--- config.mk ---
export PLATFORM = sky130hd
export DESIGN_NAME = branch_target_buffer
export DESIGN_NICKNAME = d
export VERILOG_FILES = /design/src/rtl/branch_target_buffer_pkg.sv /design/src/rtl/branch_target_buffer_entry_ram.sv /design/src/rtl/branch_target_buffer.sv
export SDC_FILE = /design/constraint.sdc
export NUM_CORES = 2
export LEC_CHECK = 0
export CORE_MARGIN = 2
export CORE_UTILIZATION = 44
export DETAILED_ROUTE_END_ITERATION = 6
export PLACE_DENSITY_LB_ADDON = 0.12
export SETUP_SLACK_MARGIN = 0.05
export SYNTH_ARGS = -nofsm -noshare
export SYNTH_HDL_FRONTEND = slang
export SYNTH_SLANG_ARGS = --single-unit
--- constraint.sdc ---
create_clock -name clk -period 34.4 [get_ports clk]
set_clock_uncertainty 0.05 [all_clocks]
set_input_delay 8.6 -clock clk [delete_from_list [all_inputs] [get_ports clk]]
set_output_delay 8.6 -clock clk [all_outputs]
set_load 0.05 [all_outputs]
--- src/rtl/branch_target_buffer_pkg.sv ---
// branch_target_buffer_pkg: shared BTB types; the ctr field exists only with BTB_TWO_BIT_COUNTER_EN
package branch_target_buffer_pkg;
  localparam int BTB_ENTRY_NUM = 64;
  typedef logic [29:0] btb_tag_t;
  typedef logic [$clog2(BTB_ENTRY_NUM)-1:0] btb_index_t;
  typedef enum logic {INIT, RUN} btb_state_t;
  typedef struct packed {
    logic valid;
    btb_tag_t tag;
    logic [31:0] target;
`ifdef BTB_TWO_BIT_COUNTER_EN
    logic [1:0] ctr;
`endif
  } btb_entry_t;
  function automatic btb_tag_t tag_of(input logic [31:0] a, input int index_w);
    return btb_tag_t'(a >> (index_w + 2));
  endfunction
endpackage

--- src/rtl/branch_target_buffer_entry_ram.sv ---
// btb_entry_ram: entry table with one synchronous write port and two asynchronous read ports
import branch_target_buffer_pkg::*;
module btb_entry_ram #(
  parameter int ENTRY_NUM = BTB_ENTRY_NUM,
  parameter int INDEX_W = $clog2(ENTRY_NUM)
) (
  input logic clk,
  input logic we,
  input logic [INDEX_W-1:0] waddr,
  input btb_entry_t wdata,
  input logic [INDEX_W-1:0] raddr_a,
  output btb_entry_t rdata_a,
  input logic [INDEX_W-1:0] raddr_b,
  output btb_entry_t rdata_b
);
  btb_entry_t mem [ENTRY_NUM];
  always_ff @(posedge clk) if (we) mem[waddr] <= wdata;
  assign rdata_a = mem[raddr_a];
  assign rdata_b = mem[raddr_b];
endmodule

--- src/rtl/branch_target_buffer.sv ---
// branch_target_buffer: direct-mapped BTB with init sweep, update RMW and lookup/hit counters; BTB_TWO_BIT_COUNTER_EN adds 2-bit taken counters
import branch_target_buffer_pkg::*;
module branch_target_buffer #(
  parameter int ENTRY_NUM = BTB_ENTRY_NUM
) (
  input logic clk,
  input logic rst,
  input logic [31:0] pc,
  input logic stall,
  output logic btbHit,
  output logic [31:0] btbPredictedPc,
  input logic updateValid,
  input logic [31:0] updatePc,
  input logic [31:0] updateTarget,
  input logic updateTaken,
  output logic ready,
  output logic [31:0] lookupCount,
  output logic [31:0] hitCount
);
  localparam int INDEX_W = $clog2(ENTRY_NUM);
  btb_state_t state, state_n;
  logic [INDEX_W-1:0] sweep, waddr;
  btb_entry_t lk, up, wdata;
  logic we, lk_match, up_match, taken_pred;
  btb_entry_ram #(.ENTRY_NUM(ENTRY_NUM), .INDEX_W(INDEX_W)) ram (
    .clk(clk),
    .we(we),
    .waddr(waddr),
    .wdata(wdata),
    .raddr_a(pc[INDEX_W+1:2]),
    .rdata_a(lk),
    .raddr_b(updatePc[INDEX_W+1:2]),
    .rdata_b(up)
  );
  always_ff @(posedge clk) begin
    state <= rst ? INIT : state_n;
    sweep <= (rst || state == RUN) ? '0 : sweep + INDEX_W'(1);
  end
  always_comb begin
    state_n = (state == INIT && sweep == INDEX_W'(ENTRY_NUM - 1)) ? RUN : state;
    ready = state == RUN;
  end
  always_comb begin
    lk_match = lk.valid && lk.tag == tag_of(pc, INDEX_W);
`ifdef BTB_TWO_BIT_COUNTER_EN
    taken_pred = lk.ctr[1];
`else
    taken_pred = 1'b1;
`endif
    btbHit = ready && lk_match && taken_pred;
    btbPredictedPc = btbHit ? lk.target : '0;
  end
  always_comb begin
    up_match = up.valid && up.tag == tag_of(updatePc, INDEX_W);
    we = ready ? updateValid && (updateTaken || up_match) : 1'b1;
    waddr = ready ? updatePc[INDEX_W+1:2] : sweep;
    wdata = up;
    if (updateTaken) begin
      wdata.valid = 1'b1;
      wdata.tag = tag_of(updatePc, INDEX_W);
      wdata.target = updateTarget;
    end
`ifdef BTB_TWO_BIT_COUNTER_EN
    wdata.ctr = !updateTaken ? (up.ctr == 2'b00 ? 2'b00 : up.ctr - 2'd1) :
                !up_match ? 2'b10 : up.ctr == 2'b11 ? 2'b11 : up.ctr + 2'd1;
`else
    if (!updateTaken) wdata.valid = 1'b0;
`endif
    if (!ready) wdata = '0;
  end
  always_ff @(posedge clk) begin
    if (rst) begin
      lookupCount <= '0;
      hitCount <= '0;
    end else if (ready && !stall) begin
      lookupCount <= lookupCount + 32'd1;
      hitCount <= hitCount + 32'(btbHit);
    end
  end
endmodule

# Word-level counts from Yosys, hierarchy flattened
# Memories as Yosys holds them, arrays and structs flattened.
# Index checks and enable logic that the tools add are counted.
dict set report totals {
  reg_bits 71
  ramBits 4032
  out_inout_bits 98
  wordCells 29
  n_memories 1
}
# name depth width rd rd_clocked_by_memory_dff write_ports line_no
set memory_table {}
lappend memory_table {ram.mem 64 63 2 0 1 branch_target_buffer_entry_ram.sv:16} ;# btb_entry_t mem [ENTRY_NUM];
dict set report op_classes {
  n_addsub 3
  eq_ne 3
  mux 8
  n_bitwise 1
  reduce_logical 9
}
# op n
set ops {}
lappend ops {{$mux W63} 2}
lappend ops {{$eq A30 B24 Y1} 2}
lappend ops {{$add A32 B1 Y32} 1}
lappend ops {{$add A32 B1 Y32 const B} 1}
lappend ops {{$mux W32} 1}
lappend ops {{$add A6 B1 Y6 const B} 1}
lappend ops {{$eq A6 B6 Y1 const B} 1}
lappend ops {{$logic_and A1 B1 Y1} 6}
lappend ops {{$mux W6} 1}
lappend ops {{$mux W1} 4}
lappend ops {{$logic_or A1 B1 Y1} 2}
lappend ops {{$logic_not A1 Y1} 1}
lappend ops {{$not A1 Y1} 1}

# Depth between registers and ports, before layout
# An unclocked memory read counts as a cell.
dict set report depth {
  word_depth 8
  depth_mapped 25
  depth_no_buf 18
}

# Hierarchy
# A second synthesis with hierarchy kept.
dict set report unflattened {
  hier_cells 9297
  area_unflattened_um2 188762.3
}
# module n_inst cells_per_inst area_each_um2 seq_area_each_um2
set modules_own_cells {}
lappend modules_own_cells {btb_entry_ram 1 8629 183476.0 121076.1}
lappend modules_own_cells {branch_target_buffer 1 668 5286.3 1421.4}

# Least setup slack after synthesis
# Ideal clock, no wire load.
dict set report synth_path {
  path_kind {input to output}
  start {in pc[2]}
  end {out btbHit}
  arrival_time_ns 13.044
  setup_slack_ns 12.706
  stages 12
  path_buffers 4
  cell_sequence {buf_6 buf_4 buf_2 buf_2 mux4_2 a311oi_1 nand3_1 a221oi_1 a211oi_1 nor4_1 nand4_2 nor4b_1}
}
dict set report synth_between {
  elab_chain_len 4
}
# item line_no
set synth_lines {}
lappend synth_lines {{start: declaration} branch_target_buffer.sv:8} ;# input logic [31:0] pc,
lappend synth_lines {{$mem_v2 Z64 W63 (*)} --}
lappend synth_lines {{$eq A30 B24 Y1} branch_target_buffer.sv:44} ;# lk_match = lk.valid && lk.tag == tag_of(pc, INDEX_W);
lappend synth_lines {{$logic_and A1 B1 Y1 (*)} branch_target_buffer.sv:44}
lappend synth_lines {{$logic_and A1 B1 Y1 (*)} branch_target_buffer.sv:50} ;# btbHit = ready && lk_match && taken_pred;
lappend synth_lines {{end: declaration} branch_target_buffer.sv:10} ;# output logic btbHit,
# Every way passes the cells marked *; elsewhere a longest branch is shown, timed or not.

# Worst setup path after layout
dict set report layout_path {
  start {in pc[4]}
  end {out btbPredictedPc[31]}
}
dict set report layout_between {
  elab_chain_len 5
}
# item line_no
set layout_lines {}
lappend layout_lines {{$mem_v2 Z64 W63 (*)} --}
lappend layout_lines {{$eq A30 B24 Y1} branch_target_buffer.sv:44}
lappend layout_lines {{$logic_and A1 B1 Y1} branch_target_buffer.sv:44}
lappend layout_lines {{$logic_and A1 B1 Y1} branch_target_buffer.sv:50}
lappend layout_lines {{$mux W32 (*)} branch_target_buffer.sv:51} ;# btbPredictedPc = btbHit ? lk.target : '0;
lappend layout_lines {{end: declaration} branch_target_buffer.sv:11} ;# output logic [31:0] btbPredictedPc,
# Marked as above.

==> flow_metrics.env <==
export IMPL_status="finished, final reports clean"
export IMPL_antenna_found_initial=28
export IMPL_worst_pin_slew_ps=1440
export IMPL_synth_common_cells="edfxtp_1, mux4_2, mux2i_1"
export IMPL_track_usage_pct=31.7
export IMPL_setup_worst_path_start_class="input pin"
export IMPL_post_cts_buffers=0
export IMPL_path_clk_slew_ps=60
export IMPL_initial_utilization_pct=44.2
export IMPL_wl_met3_um=71000
export IMPL_peakVddDrop_uv=45.5
export IMPL_place_congestion=0.887
export IMPL_clock_sinks=4103
export IMPL_yosysMostFrequentCell="edfxtp_1"
export IMPL_drt_iter0_drc=17800
export IMPL_htree_levels=5
export IMPL_multi_input_area_mm2=0.0649
export IMPL_grt_pass1_vias=109000
export IMPL_worstHoldPathType="reg2reg"
export IMPL_relSlewSlack_pct=4.04
export IMPL_crit_type="in2out"
export IMPL_finalCritPeriodShare_pct=74.2
export IMPL_cts_buffer_depth=4
export IMPL_syn_inst=9034
export IMPL_finalCriticalPeriod_ps=25530
export IMPL_synth_area_mm2=0.189
export IMPL_fin_cells=15400
export IMPL_die_w_um=660
export IMPL_fin_area_mm2=0.214
export IMPL_dp_hpwl_um=389000
export IMPL_hold_viol=0
export IMPL_yosys_warnings=0
export IMPL_drt_wl_total_um=696000
export IMPL_slew_violations=0
export IMPL_async_flop_share_pct=0
export IMPL_root_buffer="clkbuf_16"
export IMPL_dp_cells=14600
export IMPL_fp_dieH_um=660
export IMPL_drive_gt1_share_pct=35.3
export IMPL_antenna_left=0
export IMPL_nFillCells=34100
export IMPL_power_density_mw_per_mm2=51.8
export IMPL_cts_hold_buf=0
export IMPL_fin_nets=9462
export IMPL_dp_slack_ps=8790
export IMPL_power_leakage_nw=68.8
export IMPL_finalWorstSetupSlack_ps=8870
export IMPL_vias_per_cell=7.10
export IMPL_yosys_cell_types_count=78
export IMPL_wl_met2_um=324000
export IMPL_worst_setup_path_end_kind="primary output"
export IMPL_synth_edff_count=4032
export IMPL_fmax_ghz=0.0392
export IMPL_place_area_mm2=0.200
export IMPL_grt_max_degree=143
export IMPL_top_layer_used="met5"
export IMPL_core_area_mm2=0.428
export IMPL_seq_area_frac_synth_pct=64.7
export IMPL_cts_resized=0
export IMPL_ys_ff_latch=4103
export IMPL_avgSynthCellArea_um2=20.9
export IMPL_dr_pass1_iters=6
export IMPL_die_area_mm2=0.435
export IMPL_synth_nets=9139
export IMPL_setup_tns_final_ps=0
export IMPL_area_delta_synth_final_pct=13.1
export IMPL_cts_made_buffers=443
export IMPL_detail_route_wl_per_cell_um=45.0
export IMPL_rsz0062_at_grt="no"
export IMPL_insertion_delay_ps=1040
export IMPL_cp_max_fo=58
export IMPL_yosys_top_cells_area="edfxtp_1, mux4_2, mux2i_1"
export IMPL_crit_required_ps=25750
export IMPL_drc=0
export IMPL_ios=199
export IMPL_vias=110000
export IMPL_grt_ovfl_total=0
export IMPL_synthFlopType="edfxtp_1"
export IMPL_synth_largest_area_cell="edfxtp_1"
export IMPL_drv_cap=0
export IMPL_regArea_mm2=0.122
export IMPL_cts_tree="built"
export IMPL_wl_met1_um=267000
export IMPL_setup_viol=0
export IMPL_num_rows=240
export IMPL_grt_first_pass_wirelength_um=937000
export IMPL_worstPathArrival_ps=16880
export IMPL_portBuffers=194
export IMPL_synth_top_cell_area_share_pct=64.0
-- critical path: stages --
cell and delay [ps]:
buf_8 360, buf_4 500, buf_4 870, buf_4 690, buf_4 800, mux4_2 430
a221oi_1 860, a211oi_1 190, nor4_1 670, nand4_4 740, nor4_1 960, clkdlybuf4s50_1 950
-- layout make-up --
type	count	share of cell area [%]
clock inverters	283	1.26
clock buffers	549	5.47
multi-input cells	4225	30.3
inverters	23	0.0567
well taps	5687	3.32
repair buffers	561	2.33
flip-flops and latches	4103	57.2
diodes	9	0.0105
-- cell families (layout without fill, tap and decap cells) --
group,Yosys count,count (layout),share of synthesized area [%]
AOI/OAI and AO/OA,556,556,2.03
xor gates and xnor gates,100,100,0.463
other,0,9,0
and+or+nand+nor,968,968,2.75
muxes,2597,2597,28.3
DFF,4103,4103,64.7
buffers and inverters,706,1416,1.72
adders and majority gates,4,4,0.0265
-- power by group --
group | total, mW | internal [mW] | switching, mW
logic | 0.832 | 0.353 | 0.479
clock network | 4.80 | 2.75 | 2.05
registers | 5.45 | 5.44 | 0.0115
-- layout by cell type, fill, tap and decap left out, types with 25 or more instances in the layout --
| cell | count |
|---|---|
| edfxtp_1 | 4032 |
| mux4_2 | 2195 |
| clkbuf_16 | 452 |
| mux2i_1 | 387 |
| buf_4 | 347 |
| a22oi_1 | 225 |
| nand2_1 | 222 |
| nor2_1 | 182 |
| clkdlybuf4s50_1 | 180 |
| nand3_1 | 115 |
| clkinv_2 | 100 |
| clkinv_1 | 99 |
| clkbuf_1 | 94 |
| nor4_1 | 84 |
| a21oi_1 | 79 |
| dfxtp_1 | 70 |
| xor2_1 | 61 |
| nor2_4 | 52 |
| bufinv_16 | 45 |
| nand4_1 | 41 |
| a21oi_4 | 40 |
| xnor2_1 | 38 |
| nor4_2 | 36 |
| o21ai_0 | 30 |
| nor3_1 | 30 |
| or4_1 | 27 |
| a31oi_1 | 26 |
| and3_1 | 26 |
| nor2b_1 | 25 |
-- state kept, by name, summed over array words and instances (netlist names) --
name         flops
ram.mem       4032
hitCount        32
lookupCount     32
sweep            6
ready            1
-- metrics by stage --
stage               util (%)  power [mW]  hold slack, ps
global placement        46.7        6.38             435
finish                  50.1        11.1             443
CTS                     50.0        11.1             448
floorplan                  -        6.08             421
detailed placement      46.7        6.38             439
global route            50.1        11.3             470
-- path summary, 6_finish.rpt --
check	start	endpoint	slack [ps]	depth (start not counted)
max	pc[4]	btbPredictedPc[31]	8870	12
min	hitCount[31]	hitCount[31]	440	2
max reg2reg	ram.mem[40][61]	ram.mem[47][8]	26510	11
min reg2reg	hitCount[31]	hitCount[31]	440	2
-- routing by layer --
layer,global-route usage (%),vias up
met3,6.18,1329
met5,0,-
met4,12.8,2
met1,44.1,60600
met2,49.4,7279
li1,-,40500
No activity file was read; power rests on OpenSTA's default activity.
